===== src/rtl/lc3_pkg.sv =====
// Shared LC3 definitions: opcodes, control-field encodings and instruction bit positions.
// Imported by the decode, execute and writeback stages.
package lc3_pkg;

  localparam logic [3:0] OP_BR  = 4'b0000;
  localparam logic [3:0] OP_ADD = 4'b0001;
  localparam logic [3:0] OP_LD  = 4'b0010;
  localparam logic [3:0] OP_ST  = 4'b0011;
  localparam logic [3:0] OP_AND = 4'b0101;
  localparam logic [3:0] OP_LDR = 4'b0110;
  localparam logic [3:0] OP_STR = 4'b0111;
  localparam logic [3:0] OP_NOT = 4'b1001;
  localparam logic [3:0] OP_LDI = 4'b1010;
  localparam logic [3:0] OP_STI = 4'b1011;
  localparam logic [3:0] OP_JMP = 4'b1100;
  localparam logic [3:0] OP_LEA = 4'b1110;

  localparam logic [1:0] ALU_ADD = 2'b00;
  localparam logic [1:0] ALU_AND = 2'b01;
  localparam logic [1:0] ALU_NOT = 2'b10;

  localparam logic [1:0] PCSEL1_NONE    = 2'b00;
  localparam logic [1:0] PCSEL1_OFFSET9 = 2'b01;
  localparam logic [1:0] PCSEL1_OFFSET6 = 2'b10;
  localparam logic [1:0] PCSEL1_ZERO    = 2'b11;

  localparam logic [1:0] WB_ALU = 2'b00;
  localparam logic [1:0] WB_PC  = 2'b01;
  localparam logic [1:0] WB_MEM = 2'b10;

  localparam int OPCODE_HI = 15;
  localparam int OPCODE_LO = 12;
  localparam int IMM_FLAG  = 5;

  typedef struct packed {
    logic [1:0] alu_control;
    logic [1:0] pcselect1;
    logic       pcselect2;
    logic       op2select;
  } e_control_t;

endpackage


===== src/rtl/lc3_ctrl_gen.sv =====
// Combinational opcode decoder: instruction word to execute/memory/writeback controls.
// Unsupported opcodes yield all-zero controls with illegal asserted.
module lc3_ctrl_gen
  import lc3_pkg::*;
(
  input  logic [15:0] instr,
  output logic [5:0]  e_control,
  output logic [1:0]  w_control,
  output logic        mem_control,
  output logic        illegal
);

  logic [3:0] opcode;
  e_control_t e;

  assign opcode    = instr[OPCODE_HI:OPCODE_LO];
  assign e_control = e;

  always_comb begin
    e           = '0;
    w_control   = WB_ALU;
    mem_control = 1'b0;
    illegal     = 1'b0;
    case (opcode)
      OP_ADD: begin
        e.alu_control = ALU_ADD;
        e.op2select   = ~instr[IMM_FLAG];
        w_control     = WB_ALU;
      end
      OP_AND: begin
        e.alu_control = ALU_AND;
        e.op2select   = ~instr[IMM_FLAG];
        w_control     = WB_ALU;
      end
      OP_NOT: begin
        e.alu_control = ALU_NOT;
        e.op2select   = 1'b1;
        w_control     = WB_ALU;
      end
      OP_BR, OP_ST: begin
        e.pcselect1 = PCSEL1_OFFSET9;
        e.pcselect2 = 1'b1;
      end
      OP_LD: begin
        e.pcselect1 = PCSEL1_OFFSET9;
        e.pcselect2 = 1'b1;
        w_control   = WB_MEM;
      end
      OP_LDI: begin
        e.pcselect1 = PCSEL1_OFFSET9;
        e.pcselect2 = 1'b1;
        w_control   = WB_MEM;
        mem_control = 1'b1;
      end
      OP_STI: begin
        e.pcselect1 = PCSEL1_OFFSET9;
        e.pcselect2 = 1'b1;
        mem_control = 1'b1;
      end
      OP_LEA: begin
        e.pcselect1 = PCSEL1_OFFSET9;
        e.pcselect2 = 1'b1;
        w_control   = WB_PC;
      end
      OP_LDR: begin
        e.pcselect1 = PCSEL1_OFFSET6;
        w_control   = WB_MEM;
      end
      OP_STR: e.pcselect1 = PCSEL1_OFFSET6;
      OP_JMP: e.pcselect1 = PCSEL1_ZERO;
      default: illegal = 1'b1;
    endcase
  end

endmodule


===== src/rtl/lc3_decode.sv =====
// LC3 decode stage: registers the fetched instruction and NPC plus its decoded controls.
// Per-edge priority is reset, then flush (bubble), then capture, else hold.
module lc3_decode
  import lc3_pkg::*;
#(
  parameter logic [15:0] NOP_WORD = 16'h0000
) (
  input  logic        clock,
  input  logic        reset,
  input  logic        enable_decode,
  input  logic        flush,
  input  logic [15:0] dout,
  input  logic [15:0] npc_in,
  output logic [15:0] IR,
  output logic [15:0] npc_out,
  output logic [5:0]  E_Control,
  output logic [1:0]  W_Control,
  output logic        Mem_Control,
  output logic        decode_valid,
  output logic        illegal_op
);

  logic [5:0] e_next;
  logic [1:0] w_next;
  logic       mem_next;
  logic       illegal_next;

  lc3_ctrl_gen u_ctrl_gen (
    .instr       (dout),
    .e_control   (e_next),
    .w_control   (w_next),
    .mem_control (mem_next),
    .illegal     (illegal_next)
  );

  always_ff @(posedge clock) begin
    if (reset) begin
      IR           <= NOP_WORD;
      npc_out      <= '0;
      E_Control    <= '0;
      W_Control    <= '0;
      Mem_Control  <= 1'b0;
      decode_valid <= 1'b0;
      illegal_op   <= 1'b0;
    end else if (flush) begin
      // bubble: npc_out deliberately keeps its value
      IR           <= NOP_WORD;
      E_Control    <= '0;
      W_Control    <= '0;
      Mem_Control  <= 1'b0;
      decode_valid <= 1'b0;
      illegal_op   <= 1'b0;
    end else if (enable_decode) begin
      IR           <= dout;
      npc_out      <= npc_in;
      E_Control    <= e_next;
      W_Control    <= w_next;
      Mem_Control  <= mem_next;
      decode_valid <= 1'b1;
      illegal_op   <= illegal_next;
    end
  end

endmodule


===== config.mk =====
export PLATFORM = sky130hd
export DESIGN_NAME = lc3_decode
export DESIGN_NICKNAME = d
export VERILOG_FILES = /design/src/rtl/lc3_pkg.sv /design/src/rtl/lc3_ctrl_gen.sv /design/src/rtl/lc3_decode.sv
export SDC_FILE = /design/constraint.sdc
export NUM_CORES = 1
export LEC_CHECK = 0
export ABC_AREA = 1
export CORE_ASPECT_RATIO = 1.75
export CORE_MARGIN = 4
export CORE_UTILIZATION = 55
export DETAILED_ROUTE_END_ITERATION = 10
export DONT_BUFFER_PORTS = 1
export GPL_TIMING_DRIVEN = 0
export PLACE_DENSITY_LB_ADDON = 0.15
export SYNTH_ARGS = -nofsm -noshare
export SYNTH_HDL_FRONTEND = slang
export SYNTH_SLANG_ARGS = --single-unit

===== constraint.sdc =====
create_clock -name clock -period 1.3 [get_ports clock]
set_input_delay 0.13 -clock clock [delete_from_list [all_inputs] [get_ports clock]]
set_output_delay 0.13 -clock clock [all_outputs]
set_load 0.05 [all_outputs]

Word-level counts from Yosys, hierarchy flattened

Cells that the tools add are included.

Register bits after elaboration: 43
Latch bits: 0
Bits in writable memories: 0
ROM bits: 0
Bits of input ports: 36
Output and inout port bits: 43
Logic and storage cells: 36
Memories kept: 0

Add/sub/neg operators: 0
$mul: 0
Divide/modulo/power cells: 0
Magnitude comparators: 0
Eq/ne operators: 11
Shift operators: 0
Mux-type cells: 7
Bitwise gates (word level): 2
Reductions and logical operators: 9

Operators with widths:

| cell                 | count |
|---|---|
| $eq A4 B4 Y1 const B | 5 |
| $eq A4 B3 Y1 const B | 3 |
| $reduce_or A12 Y1    | 1 |
| $eq A4 B2 Y1 const B | 2 |
| $pmux W2 S2          | 2 |
| $reduce_or A2 Y1     | 4 |
| $pmux W2 S3          | 1 |
| $reduce_or A6 Y1     | 1 |
| $eq A4 B1 Y1 const B | 1 |
| $logic_not A4 Y1     | 1 |
| $mux W1              | 3 |
| $reduce_or A3 Y1     | 1 |
| $not A1 Y1           | 2 |
| $pmux W1 S2          | 1 |
| $reduce_and A2 Y1    | 1 |

Logic depth before layout (Yosys ltp)

Depth after elaboration: 3
Gate-level depth with buffers: 7
Mapped depth without buffers: 6

Cells and area by module

A second synthesis with hierarchy kept.

Cells, all modules: 253
Area, all modules: 1840.5 um^2

By module, submodules not included:

| module       | instances | cells each | area an instance (um^2) | seq. area each (um^2) |
|---|---|---|---|---|
| lc3_decode   | 1         | 220        | 1712.9                  | 860.8 |
| lc3_ctrl_gen | 1         | 33         | 127.6                   | 0.0 |

Worst setup path before layout

OpenSTA, ideal clock, no wires.

Path kind: register to register
Start point: reg E_Control[3] (netlist name)
End point: reg E_Control[3]
Setup time: 0.057 ns
Data arrival time: 0.889 ns
Path slack: 0.355 ns
Stages on the path, launching flop included: 5
Path buffers: 0
Period minus slack after synthesis: 0.945 ns
Cell sequence: dfxtp_1 nor2_1 nor2_1 o21ai_0 inv_1

RTL lines:

| what                   | line             | text |
|---|---|---|
| end signal: assignment | lc3_decode.sv:56 | `E_Control <= e_next;` |
| end: declaration       | lc3_decode.sv:16 | `output logic [5:0] E_Control,` |

Final worst setup path

Start point: reg IR[6]
End point: out IR[6]

RTL lines:

| what                     | line             | text |
|---|---|---|
| start: declaration       | lc3_decode.sv:14 | `output logic [15:0] IR,` |
| start signal: assignment | lc3_decode.sv:54 | `IR <= dout;` |

No word-level cell between the ends.

==> results by group <==
Logic synthesis
  – Synth Area in Adders: 0
  – Yosys warns: 0
  – Simple-gate share of the synthesized area: 0.2204
  – Synth Instances: 206
  – Yosys reg bits: 43
  – Synthesized net count: 242
  – Synth Area in Compound Gates: 0.1816
  – Avg Synthesized Cell Area: between 7 and 8 um2
  – Mux contribution to synthesized area: 0
  – Largest family of logic cells by synthesized area: simple AND/OR/NAND/NOR gates
  – Share of the synthesized area in the top cell type: 0.5228
  – Seq/Total Area, Yosys: 0.5228
  – Synth area leaders: dfxtp_1 (52%), nor2_1 (10%), o21ai_0 (8.8%)
  – Distinct cells, synth: 21
  – Post-synth top area cell: dfxtp_1
  – Cell Area, Synth: 1647 um2
  – Synth Area in XOR/XNOR: 0

Clock tree
  – CTS tree: built
  – TritonCTS buffer count: 5
  – CTS Root Cell: clkbuf_8
  – CTS max path bufs: 2
  – Clk sinks: between 40 and 50
  – Clock transition at path regs: 0.08 ns
  – H-Tree Depth: 2
  – Worst skew pair latency: 0.29 ns

Floorplanning
  – # IOs: 79
  – Core ar.: 2895 um2
  – Initial core utilization: 0.5687
  – Core Rows: 26
  – Die height: 80.38 um
  – Die Area: roughly 4000 um2
  – Die width: 49.36 um

Timing
  – Worst slew pin tran: ~0.54 ns
  – Final Max Slew Viols: 0
  – Max Clock Freq: 0.9208 GHz
  – # setup viols final: 0
  – Final min period: 1.086 ns
  – RSZ-0062 raised after global routing: no
  – Slew headroom: 0.6372
  – Total Neg Setup Slack: 0 ns
  – Layout Skew: 0 ns
  – Hold Vio Cnt, Final: 0
  – Final Cycle Share: 0.8354

Setup path
  – CP Depth: 0
  – Crit path kind: reg2out
  – Critical R2R Capture: npc_out[2]$_SDFFE_PP0P_
  – Worst R2R Setup Slack: 0.27 ns
  – Worst Setup SP: IR[6]$_SDFFE_PP0P_
  – Reg2Reg Depth: 2
  – Reg-to-Reg Start: npc_out[2]$_SDFFE_PP0P_
  – Critical path destination: IR[6]
  – CP Data Arrival Time: 0.96 ns
  – Critical path endpoint category: output port
  – Worst Path Required: about 1.2 ns
  – Critical Path Source Type: flop
  – CP Max Fanout: 2

Route
  – Routed wire per std cell: 15.90 um
  – # DRC: 0
  – Via density: 5.504
  – Vias: 1475
  – Post-Route WL: about 4300 um
  – Post-route ant nets: 0
  – First-iteration detailed-routing DRC count: 19
  – Drt first pass iters: 4

Status
  – Status: complete, no violations

GRT
  – Initial antenna violation count: 0
  – GRT Resource Usage Total: 0.2227
  – GR Overflow Total: 0
  – First-pass GRT wire length: 6699 um
  – Largest net degree at the start of global routing: 13
  – Number of global-route vias before repair: 1482

Min path
  – Worst min-delay path class: in2reg

Pwr
  – Pwr per Cell Area: 1405 nW/um2
  – Leakage: 0.8592 nW
  – Worst vdd ir: 0.001036 V
  – Total power: slightly below 3 mW

Placement
  – # port buffers: 0
  – Dpl cells: 234
  – DP HPWL: 2969 um
  – RD Place Congestion: 0.7423

Cells and area
  – N_diodes: 0
  – Final Non-Filler Cells: 268
  – Area Overhead vs Synth: 24.77%
  – FILL cells: 224
  – Nets: 276
  – Layout cells sized above 1: 0.1333

Run
  – Max cap viols: 0
[layout by cell type, fill, tap and decap left out, types with 2 or more instances in the layout]
cell type / synthesis / routed
dfxtp_1: 43 / 43
inv_2: 3 / 3
nand3_1: 3 / 3
nor2_1: 44 / 44
buf_6: 3 / 3
clkbuf_1: 1 / 2
inv_1: 7 / 7
a21oi_2: 9 / 9
buf_2: 4 / 4
buf_4: 3 / 3
a21oi_1: 14 / 14
dlygate4sd3_1: 0 / 27
nand2_1: 35 / 35
o21ai_0: 29 / 29
clkbuf_8: 0 / 5
[cell type report]
class / instances / area, um2 / area share
flip-flops and latches: 43 / 860.8 / 0.4190
multi-input cells: 141 / 661.9 / 0.3222
repair buffers: 27 / 270.3 / 0.1315
plain buffers: 11 / 80.08 / 0.03898
clock buffers: 6 / 72.57 / 0.03532
inverters: 11 / 43.79 / 0.02132
well taps: 28 / 35.03 / 0.01705
clock inverters: 1 / 30.03 / 0.01462
[state kept, by name, summed over array words and instances (netlist names)]
signal and count:
W_Control 2, illegal_op 1, E_Control 6, Mem_Control 1, IR 16, npc_out 16, decode_valid 1
[how the worst min path moves through the flow]
stage                                    to  cells after the start  startpoint  slack, ns
floorplan           npc_out[3]$_SDFFE_PP0P_                      2   npc_in[3]       0.26
global placement    npc_out[4]$_SDFFE_PP0P_                      2   npc_in[4]       0.27
detailed placement  npc_out[3]$_SDFFE_PP0P_                      2   npc_in[3]       0.27
CTS                     IR[14]$_SDFFE_PP0P_                      2    dout[14]      0.005
global route            IR[14]$_SDFFE_PP0P_                      2    dout[14]      0.001
finish              npc_out[5]$_SDFFE_PP0P_                      2   npc_in[5]      0.009
[synthesized netlist by cell type]
cell type and number:
inv_1 7, nand2_1 35, clkbuf_1 1, buf_4 3, a21oi_1 14, a21oi_2 9
buf_2 4, o21ai_1 1, nor2_1 44, buf_6 3, nand4_1 1, nor3_1 1
inv_4 1, nand2_2 1, inv_2 3, o21ai_0 29, nor2_2 1, nand3_1 3
nand3b_1 1, dfxtp_1 43, nor2_8 1
[worst reg2reg max path, delay by kind of cell (launching register included)]
family | cells | cell delay (ns)
flip-flops | 1 | 0.65
AND/OR/NAND/NOR | 1 | 0.12
AO/OA/AOI/OAI | 1 | 0.20
[stage by stage]
step / hold slack, ns / utilization / setup slack, ns / cell area, um2
after floorplan: 0.2649 / - / 0.3547 / 1647
after global placement: 0.2666 / 0.5808 / 0.3005 / 1682
after detailed placement: 0.2733 / 0.5808 / 0.2810 / 1682
after CTS: 0.005312 / 0.7096 / 0.2056 / 2054
after global routing: 0.001276 / 0.7096 / 0.1843 / 2054
final: 0.008575 / 0.7096 / 0.2139 / 2054
[power by group]
part	total [mW]	internal [mW]	switching, mW	leakage (nW)
Clock	0.981	0.563	0.419	0.0513
Sequential	1.63	1.38	0.254	0.352
Combinational	0.273	0.127	0.146	0.456
Total	2.89	2.07	0.819	0.859
[layer usage]
metal | vias to the layer above | global-route usage | part of all wire
met1 | 678 | 0.2070 | 0.35
met5 | - | 0 | 0
li1 | 728 | - | -
met3 | 8 | 0.06494 | 0.074
met2 | 61 | 0.4274 | 0.55
met4 | 0 | 0.1111 | 0.019
[cells by family after synthesis]
kind of cell | count (synthesis)
buf+inv | 22
compound gates | 53
flops | 43
simple gates | 88
[timing repair]
action / 4_1_cts / 5_1_grt
resized for setup: 0 / 0
buffers inserted: 0 / 0
endpoints found under the hold margin: 27 / 0
hold buffers: 27 / 0
No activity file was read; power rests on OpenSTA's default activity.
